[src/rtl/seq_divider_pkg.sv]
// rtl/seq_divider_pkg.sv - shared state encoding and sizing helpers for seq_divider
package seq_divider_pkg;

  typedef enum logic [1:0] {
    IDLE = 2'd0,
    RUN  = 2'd1,
    DONE = 2'd2
  } state_t;

  // Iteration counter must be able to hold WIDTH itself.
  function automatic int cnt_width(input int width);
    return $clog2(width + 1);
  endfunction

endpackage

[src/rtl/seq_divider_fadder.sv]
// rtl/seq_divider_fadder.sv - WIDTH-bit adder/subtractor with carry in/out
module seq_divider_fadder #(
  parameter int WIDTH = 9
) (
  input  logic [WIDTH-1:0] a,
  input  logic [WIDTH-1:0] b,
  input  logic             sub_enable,
  input  logic             carry_in,
  output logic [WIDTH-1:0] sum,
  output logic             carry_out
);

  logic [WIDTH-1:0] b_eff;
  logic [WIDTH:0]   total;

  // With sub_enable and carry_in set this is a - b; carry_out=1 means no borrow.
  assign b_eff = b ^ {WIDTH{sub_enable}};
  assign total = {1'b0, a} + {1'b0, b_eff} + {{WIDTH{1'b0}}, carry_in};

  assign sum       = total[WIDTH-1:0];
  assign carry_out = total[WIDTH];

endmodule

[src/rtl/seq_divider.sv]
// rtl/seq_divider.sv - iterative unsigned restoring divider, one quotient bit per clock
module seq_divider
  import seq_divider_pkg::*;
#(
  parameter int WIDTH = 8
) (
  input  logic             clk,
  input  logic             rst_n,
  input  logic             start,
  input  logic [WIDTH-1:0] dividend,
  input  logic [WIDTH-1:0] divisor,
  output logic             busy,
  output logic             done,
  output logic [WIDTH-1:0] quotient,
  output logic [WIDTH-1:0] remainder,
  output logic             div_by_zero
);

  localparam int CNT_W = cnt_width(WIDTH);

  state_t           state_q;
  state_t           state_d;
  logic [WIDTH-1:0] a_q;
  logic [WIDTH-1:0] d_q;
  logic [WIDTH:0]   p_q;
  logic [CNT_W-1:0] cnt_q;
  logic [WIDTH-1:0] quotient_q;
  logic [WIDTH-1:0] remainder_q;
  logic             dbz_q;

  logic             accept;
  logic             divisor_zero;
  logic             last_iter;
  logic [WIDTH:0]   ps;
  logic [WIDTH:0]   diff;
  logic [WIDTH:0]   p_next;
  logic [WIDTH-1:0] a_next;
  logic             no_borrow;
  logic             p_msb_unused;

  assign accept       = start && (state_q != RUN);
  assign divisor_zero = (divisor == '0);
  assign last_iter    = (cnt_q == CNT_W'(WIDTH - 1));

  // Shift the next dividend bit into the partial remainder and trial-subtract D.
  assign ps = {p_q[WIDTH-1:0], a_q[WIDTH-1]};

  seq_divider_fadder #(
    .WIDTH (WIDTH + 1)
  ) u_fadder (
    .a          (ps),
    .b          ({1'b0, d_q}),
    .sub_enable (1'b1),
    .carry_in   (1'b1),
    .sum        (diff),
    .carry_out  (no_borrow)
  );

  assign p_next = no_borrow ? diff : ps;
  assign a_next = {a_q[WIDTH-2:0], no_borrow};

  // P stays below D after every restoring step, so its top bit never feeds back.
  assign p_msb_unused = p_q[WIDTH];

  always_ff @(posedge clk or negedge rst_n) begin
    if (!rst_n) begin
      state_q <= IDLE;
    end else begin
      state_q <= state_d;
    end
  end

  always_comb begin
    state_d = state_q;
    case (state_q)
      IDLE: begin
        if (start) begin
          state_d = divisor_zero ? DONE : RUN;
        end
      end
      RUN: begin
        if (last_iter) begin
          state_d = DONE;
        end
      end
      DONE: begin
        if (start) begin
          state_d = divisor_zero ? DONE : RUN;
        end else begin
          state_d = IDLE;
        end
      end
      default: state_d = IDLE;
    endcase
  end

  always_comb begin
    busy = 1'b0;
    done = 1'b0;
    case (state_q)
      RUN:     busy = 1'b1;
      DONE:    done = 1'b1;
      default: ;
    endcase
  end

  always_ff @(posedge clk or negedge rst_n) begin
    if (!rst_n) begin
      a_q         <= '0;
      d_q         <= '0;
      p_q         <= '0;
      cnt_q       <= '0;
      quotient_q  <= '0;
      remainder_q <= '0;
      dbz_q       <= 1'b0;
    end else if (accept) begin
      a_q   <= dividend;
      d_q   <= divisor;
      p_q   <= '0;
      cnt_q <= '0;
      if (divisor_zero) begin
        quotient_q  <= '1;
        remainder_q <= dividend;
        dbz_q       <= 1'b1;
      end
    end else if (state_q == RUN) begin
      a_q   <= a_next;
      p_q   <= p_next;
      cnt_q <= cnt_q + CNT_W'(1);
      if (last_iter) begin
        quotient_q  <= a_next;
        remainder_q <= p_next[WIDTH-1:0];
        dbz_q       <= 1'b0;
      end
    end
  end

  assign quotient    = quotient_q;
  assign remainder   = remainder_q;
  assign div_by_zero = dbz_q;

endmodule

[config.mk]
export PLATFORM = sky130hd
export DESIGN_NAME = seq_divider
export DESIGN_NICKNAME = d
export VERILOG_FILES = /design/src/rtl/seq_divider_pkg.sv /design/src/rtl/seq_divider_fadder.sv /design/src/rtl/seq_divider.sv
export SDC_FILE = /design/constraint.sdc
export NUM_CORES = 1
export LEC_CHECK = 0
export CAP_MARGIN = 25
export CORE_ASPECT_RATIO = 0.5
export CORE_UTILIZATION = 50
export DETAILED_ROUTE_END_ITERATION = 8
export PLACE_DENSITY_LB_ADDON = 0.3
export SLEW_MARGIN = 0
export SYNTH_ARGS = -nofsm -noshare
export SYNTH_HDL_FRONTEND = slang
export SYNTH_SLANG_ARGS = --single-unit
export TNS_END_PERCENT = 30
[constraint.sdc]
create_clock -name clk -period 2.3 [get_ports clk]
set_clock_uncertainty 0.05 [all_clocks]
set_input_delay 0.575 -clock clk [delete_from_list [all_inputs] [get_ports clk]]
set_output_delay 0.575 -clock clk [all_outputs]
set_load 0.01 [all_outputs]
==> impl_metrics.py, run 1 <==
metrics = {
    "die": {
        "coreArea_mm2": 0.00466,
        "rows": 17,
        "die_w_um": 103,
        "pin_count": 38,
        "die_h_um": 52.7,
        "start_util_pct": 55.1,
        "die-area_mm2": 0.00544,
    },
    "worst_setup_path": {
        "cp.arrival_ns": 2.36,
        "critPathMaxStageDelay_ns": 0.44,
        "endpoint_kind": "register",
        "start_kind": "register",
        "reg2regPathDepth": 8,
        "path_cells": "ha_1, nor2_1, a211oi_2, buf_4, o31ai_2, buf_4, a21oi_1, o31ai_1",
        "critPathKind": "register to register",
        "r2r_setup_slack_ns": 0.07,
        "r2r_end": "p_q[4]",
        "crit_slowest_cell": "dfrtp_1",
        "r2r-start": "p_q[1]",
        "required_ns": 2.43,
        "cpMostUsedCell": "buf_4",
        "critPathMaxFanout": 12,
    },
    "sta": {
        "tns_ns": 0,
        "setup_viol": 0,
        "finalCriticalPeriod_ns": 2.23,
        "grt_setup_unrepaired": "yes",
        "worst_pin_slew_ns": 0.599,
        "maxSlewViolCount": 0,
        "fmax_ghz": 0.449,
        "period_share_pct": 96.9,
        "hold_violations": 0,
        "maxSlewHeadroom_pct": 60.1,
    },
    "placement": {
        "hpwl_um": 4470,
        "dp_cells": 375,
        "gp_congestion": 0.847,
        "numPortBuffers": 37,
    },
    "min_path": {
        "hp-class": "input pin to async pin",
    },
    "synthesis": {
        "ys_types": 42,
        "synth_nets": 300,
        "ys.flop_type": "dfrtp_1",
        "syn_area_per_cell_um2": 9.47,
        "synth_warnings": 0,
        "synth_area_mm2": 0.00257,
        "ys_ff_latch": 47,
        "netlist_instances": 271,
        "ys_async_sr_fraction_pct": 100,
        "synth-edff-count": 0,
        "seq_area_frac_synth_pct": 45.8,
    },
    "layout": {
        "nNetsFinal": 348,
        "final_cells": 385,
        "area_delta_synth_final_pct": 24.0,
        "n_antenna_cell": 0,
        "drive_gt1_share_pct": 15.4,
        "utilization_pct": 68.3,
    },
    "job": {
        "cap_violations": 0,
    },
    "global_routing": {
        "antenna_found_initial": 0,
        "grt_max_degree": 28,
        "grt_use_total_pct": 24.2,
        "grt_pass1_wl_um": 9580,
        "grt_overflow": 0,
        "grt_pass1_vias": 2044,
    },
    "detailed_routing": {
        "ant_nets": 0,
        "viasPerCell": 5.69,
        "wl_per_cell_um": 15.6,
        "drt-total-wl_um": 6020,
        "vias": 2190,
        "drc_errors": 0,
        "first_pass_iters": 4,
        "drtIter0Drc": 104,
    },
    "pwr": {
        "leakage_uw": 0.00137,
        "ir_worst_vdd_mv": 0.744,
        "powerDensity_mw_per_mm2": 1600,
        "p_total_uw": 5090,
    },
    "clocking": {
        "cts_root_buf": "clkbuf_8",
        "cts_buffers": 5,
        "tritoncts": "built",
        "clk_latency_ns": 0.30,
        "clockBufferDepth": 2,
        "postCtsHoldBufs": 0,
        "clk_pin_slew_ns": 0.09,
        "h-tree-depth": 2,
        "clock-sinks": 47,
    },
    "outcome": {
        "status": "complete, no violations",
    },
}
[cell usage in the layout, fill, tap and decap left out, types with 2 or more instances in the layout]
| cell type | count |
|---|---|
| dfrtp_1 | 47 |
| clkdlybuf4s50_1 | 36 |
| nand2_1 | 21 |
| nor2_1 | 21 |
| buf_4 | 19 |
| o21ai_0 | 18 |
| nand3_1 | 16 |
| inv_1 | 14 |
| o21ai_1 | 13 |
| a21oi_1 | 11 |
| mux2i_1 | 10 |
| a31oi_1 | 9 |
| mux2_2 | 8 |
| or3_1 | 7 |
| ha_1 | 6 |
| nor3_1 | 5 |
| clkbuf_8 | 5 |
| nand2b_1 | 4 |
| nand4_1 | 4 |
| o31ai_1 | 4 |
| xor2_1 | 4 |
| nor2b_1 | 3 |
| ha_2 | 3 |
| or2_2 | 2 |
| a211oi_2 | 2 |
| o22ai_1 | 2 |
| or4_1 | 2 |
| o311ai_1 | 2 |
| nor3_2 | 2 |
| a21o_1 | 2 |
[where the power goes]
part | switching [µW] | leakage [µW] | internal [µW]
Sequential | 309 | 0.000562 | 1240
Combinational | 1660 | 0.000765 | 1380
Clock | 282 | 0.0000440 | 208
[worst max-delay path by stage]
stage | start | to | slack (ns) | depth (start not counted)
finish | p_q[1] | p_q[4] | 0.07 | 8
global route | p_q[4] | remainder[0] | -0.09 | 6
CTS | p_q[4] | quotient[0] | 0.11 | 6
detailed placement | divisor[1] | remainder[4] | -0.19 | 6
global placement | divisor[1] | remainder[5] | -0.15 | 6
floorplan | divisor[5] | remainder[0] | 0.35 | 4
[logic make-up (layout without fill, tap and decap cells)]
kind of cell	count (synthesis)	in the layout	share of synthesized area [%]
adders and majority gates	10	10	5.17
xor gates and xnor gates	4	4	1.37
and+or+nand+nor	92	92	18.3
muxes	18	18	7.41
buffers and inverters	29	77	5.02
DFF	47	47	45.8
AOI/OAI and AO/OA	71	71	16.9
[layer usage]
layer  global-route usage, %  routed length (µm)  part of all wire (%)  vias to the layer above
met3                    4.40                 387                   6.4                        7
li1                        -                   -                     -                     1065
met5                       0                   0                     0                        -
met1                    33.6                2780                    46                     1038
met4                    5.87                  50                  0.83                        0
met2                    39.6                2800                    47                       80
[flip-flops by register name, indices dropped and copies added (netlist names)]
name / cells
a_q: 8
cnt_q: 4
d_q: 8
div_by_zero: 1
p_q: 8
quotient: 8
remainder: 8
state_q: 2
[stage by stage]
step / hold slack, ns / worst slack (ns) / area (µm²)
2_1_floorplan: 0.229 / 0.347 / 2570
3_3_place_gp: 0.427 / -0.151 / 3060
3_5_place_dp: 0.436 / -0.187 / 3060
4_1_cts: 0.246 / 0.110 / 3150
5_1_grt: 0.268 / -0.0875 / 3180
6_report: 0.219 / 0.0708 / 3180
[synthesized netlist by cell type (all sizes together) (4+ instances only)]
cell type   n  area [µm²]
dfrtp      47        1180
o21ai      31         155
nor2       22        82.6
nand2      21        78.8
nand3      16        80.1
inv        14        52.6
a21oi      12        60.1
mux2i      10         100
a31oi       9        56.3
buf         9        53.8
ha          9         113
mux2        8        90.1
nor3        7        40.0
or3         7        43.8
clkbuf      6        22.5
o31ai       5        42.5
nand2b      4        25.0
nand4       4        25.0
xor2        4        35.0
[area by class of cell]
class                      instances  area, µm²
tap                               66       82.6
timing repair buffer              56        508
inverter                          14       52.6
sequential                        47       1180
fill                             403       1480
clock inverter                     2       13.8
clock buffer                       5       68.8
multi-input combinational        195       1280
[timing repair]
item | 4_1_cts | 5_1_grt
setup endpoints to repair | 0 | 10
resized for setup | 0 | 5
setup buffers | 0 | 3
[worst max-delay path, delay by kind of cell (launching register included)]
family                   cells  cell delay [ns]
AO/OA/AOI/OAI                4             0.71
adder cells (fa/ha/maj)      1             0.36
buffers and inverters        2             0.37
flip-flops                   1             0.44
AND/OR/NAND/NOR              1             0.18
No activity file was read; power rests on OpenSTA's default activity.
==> run 2, diff against run 1 <==
- CELL_PAD_IN_SITES_DETAIL_PLACEMENT: not set -> 1
- CELL_PAD_IN_SITES_GLOBAL_PLACEMENT: not set -> 1
- CORE_UTILIZATION: 50 -> 41
==> impl_metrics.py, run 2 (synthesis results as in run 1) <==
metrics = {
    "outcome": {
        "status": "complete, but fails checks",
        "failed_checks": "negative setup slack",
    },
    "worst_setup_path": {
        "crit_start": "a_q[7]",
        "r2r_setup_slack_ns": -0.02,
        "critPathMaxFanout": 2,
        "crit_slowest_cell": "fa_1",
        "start_kind": "register",
        "required_ns": 2.45,
        "r2r-start": "a_q[7]",
        "r2r_end": "remainder[4]",
        "path_cells": "inv_1, ha_1, fa_1, nand2b_1, a21oi_1, xor2_1, o21ai_0, a31oi_1",
        "critPathMaxStageDelay_ns": 0.44,
        "reg2regPathDepth": 8,
        "critPathKind": "register to register",
        "crit_path_end": "remainder[4]",
        "endpoint_kind": "register",
        "cp.arrival_ns": 2.47,
    },
    "sta": {
        "final.setup.worst_slack_ns": -0.0185,
        "hold_violations": 0,
        "grt_setup_unrepaired": "yes",
        "maxSlewHeadroom_pct": 42.8,
        "tns_ns": -0.0185,
        "period_share_pct": 101,
        "fmax_ghz": 0.431,
        "finalCriticalPeriod_ns": 2.32,
        "maxSlewViolCount": 0,
        "worst_pin_slew_ns": 0.854,
        "setup_viol": 1,
    },
    "layout": {
        "n_antenna_cell": 0,
        "nNetsFinal": 355,
        "final_cells": 410,
        "drive_gt1_share_pct": 19.6,
        "layout_common_cells": "dfrtp_1, clkdlybuf4s50_1, buf_4, nand2_1, nor2_1",
        "area_delta_synth_final_pct": 34.7,
        "layout_commonest_cell": "dfrtp_1",
    },
    "pwr": {
        "powerDensity_mw_per_mm2": 1740,
        "leakage_uw": 0.00149,
        "ir_worst_vdd_mv": 0.768,
    },
    "clocking": {
        "clk_pin_slew_ns": 0.07,
        "cts_buffers": 5,
        "cts_root_buf": "clkbuf_16",
        "tritoncts": "built",
        "clk_latency_ns": 0.29,
        "clockBufferDepth": 2,
        "h-tree-depth": 2,
        "clock-sinks": 47,
    },
    "detailed_routing": {
        "wl_per_cell_um": 19.5,
        "ant_nets": 0,
        "drt-total-wl_um": 8010,
        "drtIter0Drc": 169,
        "first_pass_iters": 4,
        "vias": 2360,
        "viasPerCell": 5.76,
        "drc_errors": 0,
    },
    "min_path": {
        "hp-class": "input pin to async pin",
    },
    "placement": {
        "numPortBuffers": 37,
        "dp_slack_ns": -0.345,
        "gp_congestion": 0.798,
        "hpwl_um": 5400,
        "dp_cells": 395,
    },
    "die": {
        "die_h_um": 57.9,
        "rows": 19,
        "start_util_pct": 44.6,
        "pin_count": 38,
        "die_w_um": 114,
        "coreArea_mm2": 0.00575,
        "die-area_mm2": 0.00660,
    },
    "global_routing": {
        "grt_max_degree": 48,
        "grt_use_total_pct": 24.9,
        "grt_pass1_wl_um": 12200,
        "antenna_found_initial": 0,
        "grt_pass1_vias": 2403,
        "grt_overflow": 0,
    },
    "job": {
        "cap_violations": 0,
    },
}
[run 2: how the worst min path moves through the flow]
stage | startpoint | cells past startpoint | endpoint | slack, ns
after floorplan | rst_n | 0 | a_q[0] | 0.23
after global placement | div_by_zero | 2 | div_by_zero | 0.42
after detailed placement | d_q[6] | 1 | d_q[6] | 0.45
after CTS | rst_n | 2 | d_q[7] | 0.36
after global routing | rst_n | 2 | d_q[6] | 0.39
final | rst_n | 2 | d_q[7] | 0.30
[run 2: what timing repair did]
action                     4_1_cts  5_1_grt
setup buffers                    2        5
hold buffers                     0        0
resized for setup                2       21
setup endpoints to repair        3       25
pin swaps                        0        7
hold endpoints to repair         0        0
cloned                           0        1
[run 2: final cells by class]
| type | instances | area (µm²) |
|---|---|---|
| Sequential cell | 47 | 1180 |
| Fill cell | 668 | 2300 |
| Inverter | 14 | 52.6 |
| Timing Repair Buffer | 63 | 601 |
| Clock inverter | 2 | 37.5 |
| Clock buffer | 5 | 125 |
| Tap cell | 84 | 105 |
| Multi-Input combinational cell | 195 | 1360 |
[run 2: power by group]
part | total, µW | switching, µW | internal [µW]
registers | 1580 | 331 | 1250
logic | 3610 | 2000 | 1610
clock network | 823 | 316 | 507
total | 6010 | 2650 | 3360
[run 2: metrics by stage]
stage / power, µW / hold WS (ns) / utilization, % / area, µm²
3_3_place_gp: 4370 / 0.424 / 54.1 / 3110
3_5_place_dp: 4600 / 0.448 / 54.1 / 3110
6_report: 6010 / 0.304 / 60.1 / 3460
4_1_cts: 5470 / 0.356 / 57.5 / 3310
5_1_grt: 6390 / 0.387 / 60.1 / 3460
2_1_floorplan: 3510 / 0.229 / - / 2570
[run 2: critical path: cells and delay by family, from the launching register on]
family                   cells  cell delay [ns]
AO/OA/AOI/OAI                3             0.59
flip-flops                   1             0.40
AND/OR/NAND/NOR              1             0.20
adder cells (fa/ha/maj)      2             0.67
XOR/XNOR                     1             0.24
buffers and inverters        1             0.07
[run 2: routing by layer]
| metal | share of wire (%) | vias to the layer above | routed length [µm] | track usage [%] |
|---|---|---|---|---|
| met5 | 0 | - | 0 | 0 |
| met4 | 2.6 | 0 | 206 | 7.24 |
| met3 | 5.4 | 18 | 436 | 4.71 |
| met2 | 50 | 80 | 3980 | 44.2 |
| met1 | 42 | 1182 | 3390 | 31.6 |
| li1 | - | 1080 | - | - |
==> run 3, diff against run 2 <==
- CORE_UTILIZATION: 41 -> 35
- clock period: 2.3 -> 2 ns (I/O delays scaled with it)
==> impl_metrics.py, run 3 (synthesis results as in run 1) <==
metrics = {
    "worst_setup_path": {
        "endpoint_kind": "register",
        "cp.arrival_ns": 2.20,
        "r2r-start": "p_q[4]",
        "critPathKind": "register to register",
        "crit_start": "p_q[4]",
        "required_ns": 2.14,
        "critPathMaxFanout": 6,
        "start_kind": "register",
    },
    "clocking": {
        "clk_latency_ns": 0.30,
        "clockBufferDepth": 2,
        "cts_buffers": 5,
        "clock-sinks": 47,
        "tritoncts": "built",
        "h-tree-depth": 2,
        "clk_pin_slew_ns": 0.07,
        "cts_root_buf": "clkbuf_16",
    },
    "global_routing": {
        "met3_usage_pct": 4.20,
        "grt_overflow": 0,
        "grt_pass1_vias": 2515,
        "met1_usage_pct": 29.0,
        "grt_use_total_pct": 22.6,
        "use_met2_pct": 38.6,
        "antenna_found_initial": 0,
        "busiest_layer": "met2",
        "grt_max_degree": 48,
        "grt_pass1_wl_um": 13100,
    },
    "die": {
        "coreArea_mm2": 0.00688,
        "rows": 21,
        "die_w_um": 123,
        "pin_count": 38,
        "start_util_pct": 37.3,
        "die_h_um": 62.6,
        "die-area_mm2": 0.00770,
    },
    "pwr": {
        "leakage_uw": 0.00157,
        "powerDensity_mw_per_mm2": 2050,
        "ir_worst_vdd_mv": 0.710,
    },
    "detailed_routing": {
        "vias": 2306,
        "viasPerCell": 5.31,
        "first_pass_iters": 4,
        "drt-total-wl_um": 7870,
        "drtIter0Drc": 147,
        "drc_errors": 0,
        "ant_nets": 0,
        "wl_per_cell_um": 18.1,
    },
    "layout": {
        "area_delta_synth_final_pct": 41.7,
        "nNetsFinal": 370,
        "n_antenna_cell": 0,
        "utilization_pct": 52.8,
        "final_cell_area_mm2": 0.00364,
        "drive_gt1_share_pct": 26.9,
        "layout_commonest_cell": "dfrtp_1",
        "layout_common_cells": "dfrtp_1, buf_4, clkdlybuf4s50_1, nand2_1, nor2_1",
    },
    "placement": {
        "dp_slack_ns": -0.488,
        "gp_congestion": 0.799,
        "numPortBuffers": 37,
        "place_area_mm2": 0.00324,
        "hpwl_um": 5390,
    },
    "sta": {
        "hold_violations": 0,
        "final.setup.worst_slack_ns": -0.0572,
        "finalCriticalPeriod_ns": 2.06,
        "hold_ws_ns": 0.127,
        "worst_pin_slew_ns": 0.431,
        "tns_ns": -0.205,
        "fmax_ghz": 0.486,
        "maxSlewHeadroom_pct": 71.2,
        "period_share_pct": 103,
        "setup_viol": 10,
        "maxSlewViolCount": 0,
        "grt_setup_unrepaired": "yes",
    },
    "outcome": {
        "status": "complete, but fails checks",
        "failed_checks": "negative setup slack",
    },
    "job": {
        "cap_violations": 0,
    },
    "min_path": {
        "hp-class": "input pin to async pin",
    },
}
run 3: changes by cell type in the layout (fill, tap and decap cells not counted), sizes merged:
cell and delta:
inv +1, dlygate4sd2 +8, clkdlybuf4s15 -1, dlymetal6s2s -2, clkdlybuf4s50 -6, buf +16
run 3: layout make-up:
cell class / instances / area (µm²)
Clock buffer: 5 / 125
Clock inverter: 3 / 46.3
Fill cell: 793 / 3250
Inverter: 14 / 52.6
Multi-Input combinational cell: 195 / 1430
Sequential cell: 47 / 1180
Tap cell: 92 / 115
Timing Repair Buffer: 78 / 687
run 3: path summary, 6_finish.rpt:
kind | to | slack, ns | cells after the start
worst max-delay path | p_q[4] | -0.06 | 7
worst min-delay path | d_q[5] | 0.13 | 2
worst max register to register | p_q[4] | -0.06 | 7
worst min register to register | div_by_zero | 0.45 | 2
max in group asynchronous | p_q[5] | 1.54 | 2
min in group clk | d_q[5] | 0.44 | 2
run 3: metal layers:
layer	routed length [µm]	share of wire [%]
met1	3570	45
met2	3950	50
met3	234	3.0
met4	109	1.4
met5	0	0
run 3: repair_timing:
action | 4_1_cts | 5_1_grt
endpoints found under the setup margin | 27 | 18
pin swaps | 15 | 14
setup buffers | 3 | 2
gates cloned | 1 | 1
hold buffers | 0 | 0
resized for setup | 31 | 17
run 3: per-stage QoR:
stage,std cells,total power [µW]
global placement,419,5390
global route,434,8000
floorplan,271,4030
CTS,431,7090
finish,434,7460
detailed placement,419,5570
run 3: report_power, final:
group / switching (µW) / total, µW / internal (µW) / leakage (µW)
sequential: 344 / 1780 / 1440 / 0.000561
combinational: 2480 / 4700 / 2220 / 0.000931
clock: 394 / 989 / 595 / 0.0000804
total: 3220 / 7460 / 4250 / 0.00157
run 3: critical path, cell delays in order (launching register included):
cell and delay [ns]:
dfrtp_1 0.44, ha_4 0.28, a21oi_1 0.17, o21bai_2 0.11
o31ai_2 0.36, buf_4 0.21, a21oi_1 0.07, o31ai_1 0.27
